File: config.mk
export PLATFORM = sky130hd
export DESIGN_NAME = waterfall_arbiter_flat
export DESIGN_NICKNAME = d
export VERILOG_FILES = /design/src/rtl/waterfall_arbiter_if.sv /design/src/rtl/waterfall_arbiter.sv /design/src/flat_wrapper.sv
export SDC_FILE = /design/constraint.sdc
export NUM_CORES = 1
export LEC_CHECK = 0
export CAP_MARGIN = 20
export CORE_ASPECT_RATIO = 0.7
export CORE_MARGIN = 2
export CORE_UTILIZATION = 52
export DETAILED_ROUTE_END_ITERATION = 8
export GPL_TIMING_DRIVEN = 0
export PLACE_DENSITY = 0.81
export SLEW_MARGIN = 20
export SYNTH_ARGS = -nofsm -noshare
export SYNTH_HDL_FRONTEND = slang
export SYNTH_SLANG_ARGS = --single-unit
File: constraint.sdc
create_clock -name clk -period 6.9 [get_ports clk]
set_input_delay 1.38 -clock clk [delete_from_list [all_inputs] [get_ports clk]]
set_output_delay 1.38 -clock clk [all_outputs]
set_load 0.005 [all_outputs]
File: src/rtl/waterfall_arbiter_if.sv
// Waterfall arbiter bus: video fetch, sample write, RAM port, commit.
interface waterfall_arbiter_if #(
    parameter int AW = 17,
    parameter int DW = 8
) ();
    logic          vid_req;
    logic [8:0]    vid_x;
    logic [7:0]    vid_y;
    logic          vid_vblank;
    logic          vid_valid;
    logic [DW-1:0] vid_data;
    logic          wr_valid;
    logic [DW-1:0] wr_data;
    logic          wr_ready;
    logic [AW-1:0] mem_addr;
    logic          mem_we;
    logic [DW-1:0] mem_wdata;
    logic [DW-1:0] mem_rdata;
    logic          commit;

    modport slave (
        input  vid_req, vid_x, vid_y, vid_vblank,
        input  wr_valid, wr_data, mem_rdata,
        output vid_valid, vid_data, wr_ready,
        output mem_addr, mem_we, mem_wdata, commit
    );

    modport master (
        output vid_req, vid_x, vid_y, vid_vblank,
        output wr_valid, wr_data, mem_rdata,
        input  vid_valid, vid_data, wr_ready,
        input  mem_addr, mem_we, mem_wdata, commit
    );
endinterface

File: src/rtl/waterfall_arbiter.sv
// Single-port frame RAM arbiter: video reads win, ADC rows fill behind
// the top row and are committed on vblank.
module waterfall_arbiter #(
    parameter int H_PIX   = 320,
    parameter int V_LINES = 240,
    parameter int AW      = 17,
    parameter int DW      = 8
) (
    input logic                clk,
    input logic                resetn,
    waterfall_arbiter_if.slave bus
);
    typedef enum logic [1:0] {FILL, FULL, COMMIT} state_t;

    localparam logic [8:0] HP       = 9'(H_PIX);
    localparam logic [9:0] H_LIM    = 10'(H_PIX);
    localparam logic [8:0] V_LIM    = 9'(V_LINES);
    localparam logic [8:0] COL_LAST = 9'(H_PIX - 1);
    localparam logic [7:0] ROW_LAST = 8'(V_LINES - 1);

    state_t        r_state;
    state_t        w_next;
    logic [8:0]    r_col;
    logic [7:0]    r_top;
    logic          r_vblank_d;
    logic [AW-1:0] r_mem_addr;
    logic          r_mem_we;
    logic [DW-1:0] r_mem_wdata;
    logic          r_rd_p;
    logic          r_rd_ok;
    logic          r_vid_valid;
    logic [DW-1:0] r_vid_data;

    logic          w_in_range;
    logic [8:0]    w_sum;
    logic [7:0]    w_row;
    logic [7:0]    w_wrow;
    logic [AW-1:0] w_rd_addr;
    logic [AW-1:0] w_wr_addr;
    logic          w_wr_ready;
    logic          w_wr_acc;
    logic          w_vb_rise;
    logic          w_commit;

    // row * H_PIX built from shifted copies of row, one per set bit of H_PIX
    function automatic logic [AW-1:0] row_base(input logic [7:0] row);
        logic [AW-1:0] acc;
        acc = '0;
        for (int i = 0; i < 9; i++) begin
            if (HP[i]) acc = acc + (AW'(row) << i);
        end
        return acc;
    endfunction

    assign w_in_range = ({1'b0, bus.vid_x} < H_LIM) &&
                        ({1'b0, bus.vid_y} < V_LIM);
    assign w_sum      = {1'b0, bus.vid_y} + {1'b0, r_top};
    assign w_row      = (w_sum >= V_LIM) ? 8'(w_sum - V_LIM) : w_sum[7:0];
    assign w_wrow     = (r_top == 8'd0) ? ROW_LAST : r_top - 8'd1;
    assign w_rd_addr  = row_base(w_row) + AW'(bus.vid_x);
    assign w_wr_addr  = row_base(w_wrow) + AW'(r_col);
    assign w_wr_ready = resetn && (r_state == FILL) && !bus.vid_req;
    assign w_wr_acc   = bus.wr_valid && w_wr_ready;
    assign w_vb_rise  = bus.vid_vblank && !r_vblank_d;

    always_comb begin
        w_next   = r_state;
        w_commit = 1'b0;
        unique case (r_state)
            FILL:   if (w_wr_acc && r_col == COL_LAST) w_next = FULL;
            FULL:   if (w_vb_rise) w_next = COMMIT;
            COMMIT: begin
                w_next   = FILL;
                w_commit = 1'b1;
            end
            default: w_next = FILL;
        endcase
    end

    always_ff @(posedge clk) begin
        if (!resetn) begin
            r_state     <= FILL;
            r_col       <= '0;
            r_top       <= '0;
            r_vblank_d  <= 1'b1;
            r_mem_addr  <= '0;
            r_mem_we    <= 1'b0;
            r_mem_wdata <= '0;
            r_rd_p      <= 1'b0;
            r_rd_ok     <= 1'b0;
            r_vid_valid <= 1'b0;
            r_vid_data  <= '0;
        end else begin
            r_state     <= w_next;
            r_vblank_d  <= bus.vid_vblank;
            r_rd_p      <= bus.vid_req;
            r_rd_ok     <= bus.vid_req && w_in_range;
            r_vid_valid <= r_rd_p;
            r_vid_data  <= r_rd_ok ? bus.mem_rdata : '0;
            r_mem_we    <= w_wr_acc;
            // out-of-range reads leave the address alone
            if (bus.vid_req) begin
                if (w_in_range) r_mem_addr <= w_rd_addr;
            end else if (w_wr_acc) begin
                r_mem_addr  <= w_wr_addr;
                r_mem_wdata <= bus.wr_data;
            end
            if (w_wr_acc) r_col <= (r_col == COL_LAST) ? '0 : r_col + 9'd1;
            if (r_state == COMMIT) r_top <= w_wrow;
        end
    end

    assign bus.wr_ready  = w_wr_ready;
    assign bus.commit    = resetn && w_commit;
    assign bus.mem_addr  = r_mem_addr;
    assign bus.mem_we    = r_mem_we;
    assign bus.mem_wdata = r_mem_wdata;
    assign bus.vid_valid = r_vid_valid;
    assign bus.vid_data  = r_vid_data;
endmodule
File: src/flat_wrapper.sv
// flat-port wrapper written by rule: the top's interface ports become plain ports
module waterfall_arbiter_flat 
#(
    parameter int H_PIX   = 320,
    parameter int V_LINES = 240,
    parameter int AW      = 17,
    parameter int DW      = 8
)
  (clk, resetn, bus_vid_req, bus_vid_x, bus_vid_y, bus_vid_vblank, bus_wr_valid, bus_wr_data, bus_mem_rdata, bus_vid_valid, bus_vid_data, bus_wr_ready, bus_mem_addr, bus_mem_we, bus_mem_wdata, bus_commit);
  waterfall_arbiter_if #(.AW(AW), .DW(DW)) bus_i ();
  input logic clk;
  input logic resetn;
  input wire logic [$bits(bus_i.vid_req)-1:0] bus_vid_req;
  input wire logic [$bits(bus_i.vid_x)-1:0] bus_vid_x;
  input wire logic [$bits(bus_i.vid_y)-1:0] bus_vid_y;
  input wire logic [$bits(bus_i.vid_vblank)-1:0] bus_vid_vblank;
  input wire logic [$bits(bus_i.wr_valid)-1:0] bus_wr_valid;
  input wire logic [$bits(bus_i.wr_data)-1:0] bus_wr_data;
  input wire logic [$bits(bus_i.mem_rdata)-1:0] bus_mem_rdata;
  output wire logic [$bits(bus_i.vid_valid)-1:0] bus_vid_valid;
  output wire logic [$bits(bus_i.vid_data)-1:0] bus_vid_data;
  output wire logic [$bits(bus_i.wr_ready)-1:0] bus_wr_ready;
  output wire logic [$bits(bus_i.mem_addr)-1:0] bus_mem_addr;
  output wire logic [$bits(bus_i.mem_we)-1:0] bus_mem_we;
  output wire logic [$bits(bus_i.mem_wdata)-1:0] bus_mem_wdata;
  output wire logic [$bits(bus_i.commit)-1:0] bus_commit;
  assign bus_i.vid_req = bus_vid_req;
  assign bus_i.vid_x = bus_vid_x;
  assign bus_i.vid_y = bus_vid_y;
  assign bus_i.vid_vblank = bus_vid_vblank;
  assign bus_i.wr_valid = bus_wr_valid;
  assign bus_i.wr_data = bus_wr_data;
  assign bus_i.mem_rdata = bus_mem_rdata;
  assign bus_vid_valid = bus_i.vid_valid;
  assign bus_vid_data = bus_i.vid_data;
  assign bus_wr_ready = bus_i.wr_ready;
  assign bus_mem_addr = bus_i.mem_addr;
  assign bus_mem_we = bus_i.mem_we;
  assign bus_mem_wdata = bus_i.mem_wdata;
  assign bus_commit = bus_i.commit;
  waterfall_arbiter #(.H_PIX(H_PIX), .V_LINES(V_LINES), .AW(AW), .DW(DW)) u_core (.clk(clk), .resetn(resetn), .bus(bus_i));
endmodule
# Yosys cells after proc, flatten, opt, wreduce, memory -nomap -nowiden
# Index checks and enable logic that the tools add are counted.
totals:
  reg_bits: 57
  inputBits: 38
  out_inout_bits: 37
classes:
  n_addsub: 8
  order_cmp: 3
  n_eq_ne: 6
  n_mux: 10
  bitwise_logic: 1
  reduce_logical: 17
ops:
  columns: ["operator", "count"]
  rows:
  - ["17-bit 2-to-1 mux", 3]
  - ["14-bit by 16-bit adder with 17-bit output", 2]
  - ["17-bit by 9-bit adder with 17-bit output", 2]
  - ["8-bit 2-to-1 mux", 2]
  - ["8-bit by 8-bit adder with 9-bit output", 1]
  - ["9-bit by 1-bit adder with 9-bit output, second input constant", 1]
  - ["9-bit equality test, second input constant", 1]
  - ["9-bit by 8-bit >= comparator with 1-bit output, second input constant", 1]
  - ["9-bit < comparator, second input constant", 1]
  - ["9-bit 2-to-1 mux", 1]
  - ["1-bit logical AND", 8]
  - ["8-bit zero test", 1]
  - ["8-bit < comparator, second input constant", 1]
  - ["2-bit AND reduction", 4]
  - ["8-bit by 1-bit subtractor with 8-bit output, second input constant", 1]
  - ["8-bit subtractor, second input constant", 1]
  - ["2-bit 2-to-1 mux", 2]
  - ["2-bit by 1-bit inequality test with 1-bit output, second input constant", 2]
  - ["2-bit case mux with 2 select lines", 1]
  - ["2-bit by 1-bit equality test with 1-bit output, second input constant", 1]
  - ["2-bit equality test, second input constant", 1]
  - ["1-bit zero test", 2]
  - ["2-bit zero test", 1]
  - ["2-bit inequality test, second input constant", 1]
  - ["3 further kinds", 3]

# Longest topological paths before layout
logic_depth:
  ltp_word: 7
  ltp_mapped: 22

# Least setup slack after synthesis
# No wires, ideal clock.
synth_timing:
  path_type: "input -> register"
  startpoint: "input bus_vid_y[0]"
  endpoint: "register u_core.r_mem_addr[14], in the netlist u_core.bus.mem_addr[14]"
  setup_ns: 0.064
  arrival_ns: 5.594
  required_ns: 6.836
  setup_slack_ns: 1.242
  path_stages: 22
  path_cell_list: "ha_1 > fa_1 > a211o_2 > a21oi_1 > nor2_1 > ha_1 > nand3_1 > inv_1 > a32oi_1 > o21a_1 > mux2i_1 > inv_1 > ha_1 > ha_1 > nand3_1 > o2111ai_1 > a21o_1 > a21oi_1 > xor2_1 > and3_1 > a32o_1 > nor2_1"
synth_between:
  elab_chain_cells: 7
  elab_cells_between_ends: 12
  classes_between: "4 x add/sub; 2 x order compare; 1 x eq/ne; 3 x mux; 2 x reduce/logical"
synth_rtl:
  columns: ["element", "line", "rtl"]
  rows:
  - ["start: declaration", "flat_wrapper.sv:15", "input wire logic [$bits(bus_i.vid_y)-1:0] bus_vid_y;"]
  - ["8-bit by 8-bit adder with 9-bit output", "waterfall_arbiter.sv:57", "assign w_sum = {1'b0, bus.vid_y} + {1'b0, r_top};"]
  - ["8-bit subtractor / 9-bit by 8-bit >= comparator with 1-bit output (equally long branches)", "waterfall_arbiter.sv:58", "assign w_row = (w_sum >= V_LIM) ? 8'(w_sum - V_LIM) : w_sum[7:0];"]
  - ["8-bit 2-to-1 mux", "waterfall_arbiter.sv:58", null]
  - ["14-bit by 16-bit adder with 17-bit output", "waterfall_arbiter.sv:50", "if (HP[i]) acc = acc + (AW'(row) << i);"]
  - ["17-bit by 9-bit adder with 17-bit output", "waterfall_arbiter.sv:60", "assign w_rd_addr = row_base(w_row) + AW'(bus.vid_x);"]
  - ["17-bit 2-to-1 mux", "waterfall_arbiter.sv:103", "if (w_in_range) r_mem_addr <= w_rd_addr;"]
  - ["17-bit 2-to-1 mux", "waterfall_arbiter.sv:102", "if (bus.vid_req) begin"]
  - ["end signal: assignment", "waterfall_arbiter.sv:103", null]
  - ["end signal: assignment", "waterfall_arbiter.sv:105", "r_mem_addr <= w_wr_addr;"]
  - ["end: declaration", "waterfall_arbiter.sv:26", "logic [AW-1:0] r_mem_addr;"]
# Parallel ways exist; a longest one is shown, timed or not. The select of a mux whose other input is x is not followed.
# A chain may end at the register's enable or synchronous reset.

# Final worst setup path
# Same ends and word-level chain as after synthesis.

==> flow_summary.toml <==
[outcome]
status = "completed"

[final_layout]
regArea_um2 = 1140
antenna_cells = 0
final_util = 0.697
syn2layout_area_growth_pct = 28.4
multiInputGateArea_um2 = 2440
drive_gt1_frac = 0.0521
nFillCells = 591
design_area_um2 = 4760
nets = 596

[global_route]
overflow = 0
grt_max_degree = 12
antenna_found_initial = 0
grt_pass1_wl_mm = 15.9
grt_usage = 0.254
grt_pass1_vias = 3309

[logic_synthesis]
synth_area_um2 = 3700
yosys.area_share.adder = 0.162
syn_nets = 512
avgSynthCellArea_um2 = 8.63
yosys_warnings = 0
synth-main-ff-cell = "dfxtp_1"
synth-simple-area-share = 0.196
synth_edf_count = 0
synth_compound_area_frac = 0.185
synth_area_leader_cell = "dfxtp_1"
async_reset_ff_frac = 0
synth_top_family_by_area = "simple AND/OR/NAND/NOR gates"
synth_most_common_cell = "dfxtp_1"
ys_ff_latch = 57
muxShareOfSynthArea = 0.0409
ys_seq_area_frac = 0.308
syn_inst = 429
synth_common_cells = "57 x dfxtp_1, 45 x nand2_1, 42 x nor2_1"
yosys-top-cells-area = "dfxtp_1 31%, ha_1 14%, nand2_1 4.6%"
synth-xor-area-share = 0.0757
synth_cell_types = 54
synth_top_area_frac = 0.308

[route]
via_per_inst = 5.52
drcViolationCount = 0
drt-pass1-iter-count = 4
drt_wl_total_mm = 9.57
routedWlPerCell_um = 15.6
detail-route-antenna-nets = 0
vias = 3378
drtIter0Drc = 170

[floorplanning]
initial_core_util = 0.543
dieArea_um2 = 7820
num_rows = 25
core_um2 = 6820
dieWidth_um = 105
ios = 75
die_y_um = 74.6

[cts]
cts.sinks = 57
cts_buffer_depth = 2
post-cts-setup-buffers = 0
cts.clk_slew.worst_paths_ps = 70
postCtsHoldBufs = 0
cts-root-buf = "clkbuf_8"
numCtsBuffers = 9
clk_latency_ps = 350
cts_tree = "yes"
ctsResizeCount = 0
cts_max_level = 3

[sta]
slew_viol_final = 0
max_clock_freq_mhz = 159
setup_slack_ps = 617
rsz0062_at_grt = "false"
final_hold_viol_count = 0
worst_pin_slew_ps = 696
maxSlewHeadroom = 0.536
whs_ps = 430
min_period_ps = 6280
fin_setup_tns_ps = 0
skew_ps = 6.36
fin_crit_sh = 0.911
finalSetupViolCount = 0

[worst_setup_path]
required_ps = 7190
slowest_delay_ps = 440
end_kind = "flop"
slowest_stage = "fa_1"
crit_buf_inv = 3
cp-start-kind = "primary input"
critical_path_class = "primary input to flop"
path_delay_family = "compound AO/OA/AOI/OAI gates"
crit_top_cell = "ha_1"
cp_max_fo = 5
crit_chain = "clkdlybuf4s50_1, ha_1, fa_1, a211o_2, a21oi_1, nor2_1, ha_1, nand3_1, inv_1, a32oi_1, o21a_1, mux2i_1, inv_1, ha_1, ha_1, nand3_1, o2111ai_1, a21o_1, a21oi_1, xor2_1, and3_1, a32o_1, nor2_1"
crit_arrival_ps = 6570

[place]
gp_congestion = 0.844
placed_area_um2 = 4550
dp_slack_ps = 336
dp_hpwl_mm = 7.45
portBuffers = 73

[pwr]
cellLeakagePower_nw = 1.98
ir_drop_mv = 0.101
powerDensity_nw_per_um2 = 178

[min_path]
hold_class = "flop to flop"

[job]
max-cap-violations = 0
[cell usage in the layout, fill, tap and decap left out, drive strengths merged, types with 4 or more instances in the layout]
cell           count
clkdlybuf4s50     73
dfxtp             57
nand2             45
nor2              42
ha                40
a21oi             29
clkbuf            21
inv               20
xor2              18
xnor2             14
mux2i             14
o21ai             14
a211oi            14
nand3             12
and3              10
nor3               9
o21a               6
nor2b              6
nor3b              5
a21o               5
and2               5
o211ai             5
fa                 5
o21bai             4
[routing by layer]
metal / vias up / GRT usage / share of wire
met2: 101 / 0.413 / 0.44
met3: 15 / 0.0554 / 0.058
met5: - / 0 / 0
met1: 1564 / 0.348 / 0.49
li1: 1698 / - / -
met4: 0 / 0.0741 / 0.013
[kinds of logic after synthesis]
logic type	Yosys count
simple gates	151
buf+inv	32
compound gates	97
flops	57
mux	15
fa+ha+maj	45
xor+xnor	32
[per-stage QoR]
stage	std cells	total power, mW
final	612	0.845
after global routing	612	0.883
after floorplan	429	0.454
after global placement	596	0.524
after CTS	612	0.847
after detailed placement	596	0.528
[state kept, by name, summed over array words and instances (netlist names)]
name and cells:
u_core.bus.mem_addr 17, u_core.r_col 9, u_core.bus.mem_wdata 8, u_core.bus.vid_data 8
u_core.r_top 8, u_core.r_state 2, u_core.bus.mem_we 1, u_core.bus.vid_valid 1
u_core.r_rd_ok 1, u_core.r_rd_p 1, u_core.r_vblank_d 1
[cell type report]
| class | count | area share |
|---|---|---|
| Tap cell | 94 | 0.0247 |
| Inverter | 19 | 0.0150 |
| Sequential cell | 57 | 0.240 |
| Clock buffer | 10 | 0.0289 |
| Multi-Input combinational cell | 340 | 0.514 |
| Clock inverter | 6 | 0.0139 |
| Timing Repair Buffer | 73 | 0.154 |
| Buffer | 13 | 0.0103 |
[final timing paths]
| check | from | end | slack (ps) | cells after the start |
|---|---|---|---|---|
| worst min register to register | u_core.r_vblank_d | u_core.r_state[1] | 430 | 1 |
| worst max-delay path | bus_vid_y[0] | u_core.bus.mem_addr[14] | 620 | 23 |
| worst min-delay path | u_core.r_vblank_d | u_core.r_state[1] | 430 | 1 |
| worst max register to register | u_core.r_top[0] | u_core.bus.mem_addr[14] | 1670 | 22 |
[report_power, final]
group          leakage (nW)  internal, mW  switching, mW  total (mW)
Clock                0.0949         0.177          0.145       0.321
Combinational          1.42        0.0885         0.0847       0.173
Sequential            0.465         0.343        0.00776       0.351
Total                  1.98         0.608          0.237       0.845
Power figures use the tool's default switching activity.
